==> config.mk <==
export PLATFORM = sky130hd
export DESIGN_NAME = quad_decoder
export DESIGN_NICKNAME = d
export VERILOG_FILES = /design/src/rtl/quad_decoder.sv
export SDC_FILE = /design/constraint.sdc
export NUM_CORES = 1
export LEC_CHECK = 0
export CORE_UTILIZATION = 44
export DETAILED_ROUTE_END_ITERATION = 8
export PLACE_DENSITY = 0.71
export SYNTH_ARGS = -nofsm -noshare
export SYNTH_HDL_FRONTEND = slang
export SYNTH_SLANG_ARGS = --single-unit
==> constraint.sdc <==
create_clock -name clk -period 1.58 [get_ports clk]
set_input_delay 0.316 -clock clk [delete_from_list [all_inputs] [get_ports clk]]
set_output_delay 0.316 -clock clk [all_outputs]
set_load 0.005 [all_outputs]
==> src/rtl/quad_decoder.sv <==
// rtl/quad_decoder.sv - quadrature encoder front end: sync, optional QDEC_FILTER_EN stability filter, step/dir/zero/err decode
module quad_decoder #(
  parameter int SYNC_STAGES = 2,
  parameter int FILTER_LEN  = 4,
  parameter int ERR_W       = 8
) (
  input  logic             clk,
  input  logic             reset_n,
  input  logic             qa,
  input  logic             qb,
  input  logic             qi,
  output logic             step,
  output logic             dir,
  output logic             zero,
  output logic             err,
  output logic [ERR_W-1:0] err_cnt
);

  logic [SYNC_STAGES-1:0] sync_a, sync_b, sync_i;
  logic [2:0]             raw;    // {a, b, index} after synchronisation
  logic [2:0]             lines;  // {a, b, index} as seen by the decoder

  // Synchroniser chains for the three asynchronous pins
  always_ff @(posedge clk or negedge reset_n) begin
    if (!reset_n) begin
      sync_a <= '0;
      sync_b <= '0;
      sync_i <= '0;
    end else begin
      sync_a <= {sync_a[SYNC_STAGES-2:0], qa};
      sync_b <= {sync_b[SYNC_STAGES-2:0], qb};
      sync_i <= {sync_i[SYNC_STAGES-2:0], qi};
    end
  end

  assign raw = {sync_a[SYNC_STAGES-1], sync_b[SYNC_STAGES-1], sync_i[SYNC_STAGES-1]};

`ifdef QDEC_FILTER_EN
  localparam int FCW = $clog2(FILTER_LEN + 1);
  // The filtered lines start at 0, so INIT must also wait out the filter
  localparam int INIT_WAIT = SYNC_STAGES + FILTER_LEN;

  logic [2:0]     filt;
  logic [FCW-1:0] fcnt [3];

  // Per-line stability filter: follow raw only after FILTER_LEN differing cycles
  always_ff @(posedge clk or negedge reset_n) begin
    if (!reset_n) begin
      filt <= '0;
      for (int n = 0; n < 3; n++) fcnt[n] <= '0;
    end else begin
      for (int n = 0; n < 3; n++) begin
        if (raw[n] != filt[n]) begin
          if (fcnt[n] == FCW'(FILTER_LEN - 1)) begin
            filt[n] <= raw[n];
            fcnt[n] <= '0;
          end else begin
            fcnt[n] <= fcnt[n] + FCW'(1);
          end
        end else begin
          fcnt[n] <= '0;
        end
      end
    end
  end

  assign lines = filt;
`else
  // FILTER_LEN has no effect without the filter
  localparam int INIT_WAIT = SYNC_STAGES + 0 * FILTER_LEN;

  assign lines = raw;
`endif

  localparam int ICW = $clog2(INIT_WAIT + 1);

  typedef enum logic {S_INIT, S_TRACK} state_t;

  state_t         state, state_nxt;
  logic [ICW-1:0] init_cnt;
  logic [1:0]     prev, cur;
  logic           si_prev;
  logic           step_d, dir_d, zero_d, err_d, fwd;
  logic [ERR_W-1:0] cnt_d;

  assign cur = lines[2:1];
  // Forward order 00->01->11->10->00: the next forward state is {prev[0], ~prev[1]}
  assign fwd = (cur == {prev[0], ~prev[1]});

  // State register; prev and si_prev follow the lines every cycle so the
  // value captured on the INIT->TRACK transition reflects the pins at release
  always_ff @(posedge clk or negedge reset_n) begin
    if (!reset_n) begin
      state    <= S_INIT;
      init_cnt <= '0;
      prev     <= '0;
      si_prev  <= 1'b0;
    end else begin
      state   <= state_nxt;
      prev    <= cur;
      si_prev <= lines[0];
      if (state == S_INIT) init_cnt <= init_cnt + ICW'(1);
    end
  end

  // INIT lasts until the synchroniser (and filter) hold real pin values
  always_comb begin
    state_nxt = state;
    if (state == S_INIT && init_cnt == ICW'(INIT_WAIT)) state_nxt = S_TRACK;
  end

  // Decode the phase change and index edge into next-cycle pulses
  always_comb begin
    step_d = 1'b0;
    err_d  = 1'b0;
    zero_d = 1'b0;
    dir_d  = dir;
    cnt_d  = err_cnt;
    if (state == S_TRACK) begin
      zero_d = lines[0] & ~si_prev;
      case (prev ^ cur)
        2'b01, 2'b10: begin
          step_d = 1'b1;
          dir_d  = fwd;
        end
        2'b11: begin
          err_d = 1'b1;
          if (err_cnt != {ERR_W{1'b1}}) cnt_d = err_cnt + ERR_W'(1);
        end
        default: ;
      endcase
    end
  end

  // Registered outputs
  always_ff @(posedge clk or negedge reset_n) begin
    if (!reset_n) begin
      step    <= 1'b0;
      dir     <= 1'b1;
      zero    <= 1'b0;
      err     <= 1'b0;
      err_cnt <= '0;
    end else begin
      step    <= step_d;
      dir     <= dir_d;
      zero    <= zero_d;
      err     <= err_d;
      err_cnt <= cnt_d;
    end
  end

endmodule

==> results of run 1 <==
power groups by stage:
stage | clock, mW | combinational [mW] | sequential (mW)
after detailed placement | 0 | 0.384 | 0.845
final | 0.262 | 0.495 | 0.797
after CTS | 0.269 | 0.462 | 0.799
after floorplan | 0 | 0.143 | 0.837
after global routing | 0.304 | 0.548 | 0.813
after global placement | 0 | 0.373 | 0.843
stage by stage:
stage               hold WS (ns)  area, um2  util (%)
CTS                        0.287       1210      61.9
global route               0.286       1260      64.0
detailed placement         0.338       1160      59.1
global placement           0.336       1160      59.1
finish                     0.272       1260      64.0
floorplan                 0.0204        921         -
final timing paths:
path / end / startpoint / slack (ns)
worst max register to register: err_cnt[7] / sync_b[1] / 0.06
max in group asynchronous: sync_a[1] / reset_n / 0.82
worst max-delay path: err_cnt[5] / err_cnt[5] / 0.04
worst min-delay path: step / reset_n / 0.27
worst min register to register: sync_i[1] / sync_i[0] / 0.38
min in group clk: sync_i[1] / sync_i[0] / 0.38
Yosys cell counts (2+ instances only):
cell type  number  share of area, %
and3_1          2               1.4
mux2_1          2               2.4
xor2_1          5               4.8
dfrtp_1        23                62
nand4_1         2               1.4
xnor2_1         5               4.8
nand2_1         9               3.7
ha_1            3               4.1
inv_1           2              0.82
flip-flops by register name, summed over array words and instances, names as in the netlist:
name,cells
err_cnt,8
init_cnt,2
prev,2
sync_a,2
sync_b,2
sync_i,2
dir,1
err,1
si_prev,1
state,1
step,1
zero,1
per-layer routing:
layer / global-route usage [%] / vias to the layer above / wire (um)
li1: - / 295 / -
met1: 21.9 / 296 / 731
met2: 23.8 / 13 / 856
met3: 3.77 / 2 / 57
met4: 5.56 / 0 / 9
met5: 0 / - / 0
logic make-up after synthesis:
| family | count (synthesis) | synth area share (%) |
|---|---|---|
| adders and majority gates | 3 | 4.08 |
| buffers and inverters | 3 | 1.22 |
| AOI/OAI and AO/OA | 4 | 2.58 |
| xor gates and xnor gates | 10 | 9.51 |
| muxes | 2 | 2.45 |
| and+or+nand+nor | 22 | 14.8 |
| DFF | 24 | 65.4 |
layout make-up:
class | count | area share (%)
clock buffers | 4 | 2.09
inverters | 3 | 0.896
multi-input cells | 41 | 26.0
flip-flops and latches | 24 | 48.0
well taps | 27 | 2.69
repair buffers | 28 | 20.3
timing repair:
item,4_1_cts,5_1_grt
hold buffers,0,0
gates resized for setup,3,7
pin swaps,0,4
setup endpoints to repair,6,7
setup buffers,4,2
==> key figures, run 1 <==
GRT
  • Initial antenna violation count: 0
  • Overall Global Routing Usage: 15.6%
  • Largest net degree at the start of global routing: 14
  • First-pass GRT wire length: 2430 um
  • Vias in the first global route: 565
  • GRT overflow: 0

Worst setup path
  • Max incr delay on CP: 0.53 ns
  • Setup crit start kind: flip-flop
  • Critical path type: flip-flop to output port
  • FF-to-FF path depth: 7
  • Critical path buffers and inverters: 1
  • WP depth: 1
  • Worst-path cell chain: clkdlybuf4s50_1
  • Crit end category: output port
  • Kind of cell adding the most delay to the critical path: buffers and inverters
  • CP Data Arrival Time: 1.23 ns
  • CP Data Required Time: 1.26 ns
  • Crit Path Max Fanout: 3
  • Critical Path Slowest Stage Cell: clkdlybuf4s50_1

STA
  • Final setup viols: 0
  • FMAX: 0.649 GHz
  • Final Hold Viols: 0
  • Clock Skew: 0.0122 ns
  • Setup TNS: 0 ns
  • Slew Limit Fails: 0
  • Final worst slack: 0.0385 ns
  • Slew @ Worst Pin: 0.365 ns
  • Fin crit share: 97.6%
  • Min Tclk post-route: 1.54 ns
  • RSZ-0062 raised after global routing: yes
  • Slew margin rel.: 75.6%

Route
  • DRC: 0
  • Vias: 606
  • DR iter-0 viols: 1
  • Pre-antenna DRT Iters: 4
  • Detail Route Antenna Nets: 0
  • WL/cell: 13.0 um
  • Post-Route WL: 1660 um
  • Vias per Instance: 4.77

Power and ir drop
  • Comb pwr share: 31.9%
  • Switching pwr: 0.455 mW
  • Clock power share: 16.9%
  • VDD IR max: 0.786 mV
  • Int Pwr: 1.10 mW
  • Sw Share: 29.3%
  • Total Power: 1.55 mW
  • Sequential power share: 51.3%
  • Pwr/cell area: 1240 mW/mm2
  • Leak: 0.622 nW

Run status
  • Outcome: complete, no violations

Floorplan
  • Starting Density: 46.9%
  • Core ar.: 0.00196 mm2
  • Die X: 47.8 um
  • Die Y: 47.8 um
  • Std cell rows: 16
  • Die Area: 0.00228 mm2
  • Num ports: 17

Cells and area
  • Layout fillers: 163
  • Multi-input gate area: 327 um2
  • Final nets: 109
  • P&R area growth vs syn: 36.4%
  • Share of post-route cells with drive strength above 1: 27.0%
  • Number of diodes: 0
  • Area taken by flip-flops and latches: 603 um2
  • Most frequent cells in the layout: dfrtp_1, buf_4, clkdlybuf4s50_1
  • Commonest non-fill, non-tap cell in the layout: dfrtp_1
  • Layout Cells excl Fill: 127

Synth
  • Mapped Avg Cell Area: 13.5 um2
  • Post-synth EDFFs: 0
  • Sequential share of the synthesized area: 65.4%
  • Mapped Area: 921 um2
  • Yosys Warn Count: 0
  • Post-synth cell types: 24
  • Synth Instances: 68
  • Synthesized flop and latch total: 24
  • Top_reg_cell synth: dfrtp_1
  • Syn_nets: 76
  • Ys async rst share: 100%

CTS
  • CTS tree: yes
  • Clock Latency Late Sink: 0.30 ns
  • Root buf cell: clkbuf_4
  • Num CTS Buffers: 3
  • Clock transition at path regs: 0.13 ns
  • Clock sinks: 24
  • H-tree lvl count: 1
  • Clock Path Buffers: 2

Place
  • Routability Congestion: 0.810
  • IO buf count: 16
  • Setup WS pre-CTS: 0.0205 ns
  • HPWL after DPL: 1110 um
  • Dpl cells: 117

Worst hold path
  • Worst Hold Class: input port to asynchronous set/reset pin

Flow run
  • MaxCap Viol Count: 0
Power figures use the tool's default switching activity.
==> run 2: changes to the inputs <==
- HOLD_SLACK_MARGIN: unset -> 0.03
==> results of run 2 <==
No change in the layout: final DEF, timing and power equal those of run 1.
==> run 3: changes to the inputs <==
- CTS_CLUSTER_SIZE: unset -> 14
- SETUP_SLACK_MARGIN: unset -> 0.3
==> key figures, run 3 (same netlist as run 1, synthesis figures left out) <==
STA
  • Slew @ Worst Pin: 0.357 ns (-0.00839 ns)
  • Final worst slack: 0.0263 ns (-0.0122 ns)
  • Min Tclk post-route: 1.55 ns (+0.0122 ns)
  • Slew margin rel.: 76.2% (+0.56 points)
  • Clock Skew: 0.00920 ns (-0.00297 ns)
  • Slew Limit Fails: 0 (unchanged)
  • RSZ-0062 raised after global routing: yes
  • Setup TNS: 0 ns (unchanged)
  • Final setup viols: 0 (unchanged)
  • Final Hold Viols: 0 (unchanged)
  • Fin crit share: 98.3% (+0.77 points)
  • FMAX: 0.644 GHz (-0.79%)

Worst setup path
  • Crit Path Max Fanout: 2 (-1)
  • Critical path type: flip-flop to flip-flop
  • Crit end category: flip-flop
  • CP Data Arrival Time: 1.77 ns (+0.54 ns)
  • Reg2reg setup slack: 0.03 ns (-0.03 ns)
  • Setup crit start kind: flip-flop
  • CP Data Required Time: 1.79 ns (+0.53 ns)

Floorplan
  • Starting Density: 46.9% (unchanged)
  • Std cell rows: 16 (unchanged)
  • Core ar.: 0.00196 mm2 (unchanged)
  • Die X: 47.8 um (unchanged)
  • Die Y: 47.8 um (unchanged)
  • Die Area: 0.00228 mm2 (unchanged)
  • Num ports: 17 (unchanged)

Cells and area
  • Share of post-route cells with drive strength above 1: 47.7% (+21 points)
  • Top reg by flops: err_cnt
  • Final instance area: 0.00139 mm2 (+11%)
  • Number of diodes: 0 (unchanged)
  • P&R area growth vs syn: 51.2%
  • Most frequent cells in the layout: dfrtp_1, buf_4, nand2_1
  • Max reg flops: 8 (unchanged)
  • Final nets: 120 (+10%)

CTS
  • Clock Path Buffers: 2 (unchanged)
  • Hold-fix buffers, CTS: 0 (unchanged)
  • Clock Latency Late Sink: 0.31 ns (about the same)
  • CTS tree: yes
  • Root buf cell: clkbuf_4
  • Clock sinks: 24 (unchanged)
  • Clock transition at path regs: 0.13 ns (about the same)
  • Num CTS Buffers: 3 (unchanged)
  • H-tree lvl count: 1 (unchanged)

Place
  • Routability Congestion: 0.843 (+4.1%)
  • HPWL after DPL: 1020 um (-8.0%)
  • Setup WS pre-CTS: -0.0219 ns (-0.0424 ns)
  • IO buf count: 16 (unchanged)
  • Cell Area, Placed: 0.00115 mm2 (-1.1%)

Power and ir drop
  • Pwr/cell area: 1360 mW/mm2 (+9.9%)
  • Leak: 0.680 nW (+9.3%)
  • VDD IR max: 0.905 mV (+15%)

Route
  • Pre-antenna DRT Iters: 4 (unchanged)
  • Vias: 664 (+9.6%)
  • DRC: 0 (unchanged)
  • Detail Route Antenna Nets: 0 (unchanged)
  • DR iter-0 viols: 9 (+8)
  • Post-Route WL: 1800 um (+8.6%)
  • WL/cell: 13.0 um (about the same)
  • Vias per Instance: 4.81 (+0.84%)

Run status
  • Outcome: complete, no violations

GRT
  • Vias in the first global route: 600 (+6.2%)
  • First-pass GRT wire length: 2550 um (+5.1%)
  • Overall Global Routing Usage: 16.8% (+1.2 points)
  • GRT overflow: 0 (unchanged)
  • Initial antenna violation count: 0 (unchanged)
  • Largest net degree at the start of global routing: 15 (+1)

Flow run
  • MaxCap Viol Count: 0 (unchanged)

Worst hold path
  • Worst Hold Class: input port to asynchronous set/reset pin
## run 3: changes by cell type in the layout (fill, tap and decap cells not counted), sizes merged
cell	change
bufinv	+1
clkbuf	+3
clkdlybuf4s15	+5
clkdlybuf4s50	-7
dlygate4sd2	-2
buf	+14
dlymetal6s2s	-3
## run 3: area by class of cell
class | instances | area (um2)
sequential | 24 | 604
fill | 140 | 569
multi-input combinational | 41 | 367
timing repair buffer | 39 | 324
tap | 27 | 33.8
clock inverter | 1 | 30.0
clock buffer | 3 | 22.5
inverter | 3 | 11.3
## run 3: repair_timing
| item | in CTS | in global routing |
|---|---|---|
| hold endpoints to repair | 0 | 0 |
| resized for setup | 34 | 18 |
| setup buffers | 17 | 2 |
| endpoints found under the setup margin | 21 | 19 |
| pin swaps | 8 | 5 |
## run 3: routing by layer
| layer | wire, um | up-vias | GRT usage (%) |
|---|---|---|---|
| met5 | 0 | - | 0 |
| met4 | 53 | 0 | 7.22 |
| met3 | 75 | 6 | 3.77 |
| met2 | 902 | 27 | 28.4 |
| met1 | 766 | 311 | 20.7 |
| li1 | - | 320 | - |
## run 3: critical path, cell delays in order (launching register included)
cell	delay, ns
dfrtp_1	0.41
xor2_1	0.17
ha_2	0.20
nand2_2	0.06
inv_2	0.09
nand2_2	0.08
nor3_4	0.13
mux2_4	0.31
## run 3: stage by stage
stage / power [mW] / utilization, % / hold WS, ns / instances
2_1_floorplan: 0.981 / - / 0.0204 / 68
3_3_place_gp: 1.22 / 58.5 / 0.333 / 115
3_5_place_dp: 1.23 / 58.5 / 0.340 / 115
4_1_cts: 1.81 / 68.9 / 0.270 / 136
5_1_grt: 1.99 / 71.0 / 0.278 / 138
6_report: 1.89 / 71.0 / 0.261 / 138
## run 3: worst paths after layout
path / from / end / cells after the start
worst max-delay path: sync_a[1] / err_cnt[7] / 7
worst min-delay path: reset_n / err_cnt[4] / 1
worst max register to register: sync_a[1] / err_cnt[7] / 7
worst min register to register: sync_a[0] / sync_a[1] / 0
max in group asynchronous: reset_n / err_cnt[3] / 2
min in group clk: sync_a[0] / sync_a[1] / 0
## run 3: report_power, final
part           leakage (nW)  switching (mW)  internal, mW
Clock                0.0279           0.176         0.256
Combinational         0.374           0.307         0.382
Sequential            0.278          0.0521         0.720
Total                 0.680           0.535          1.36
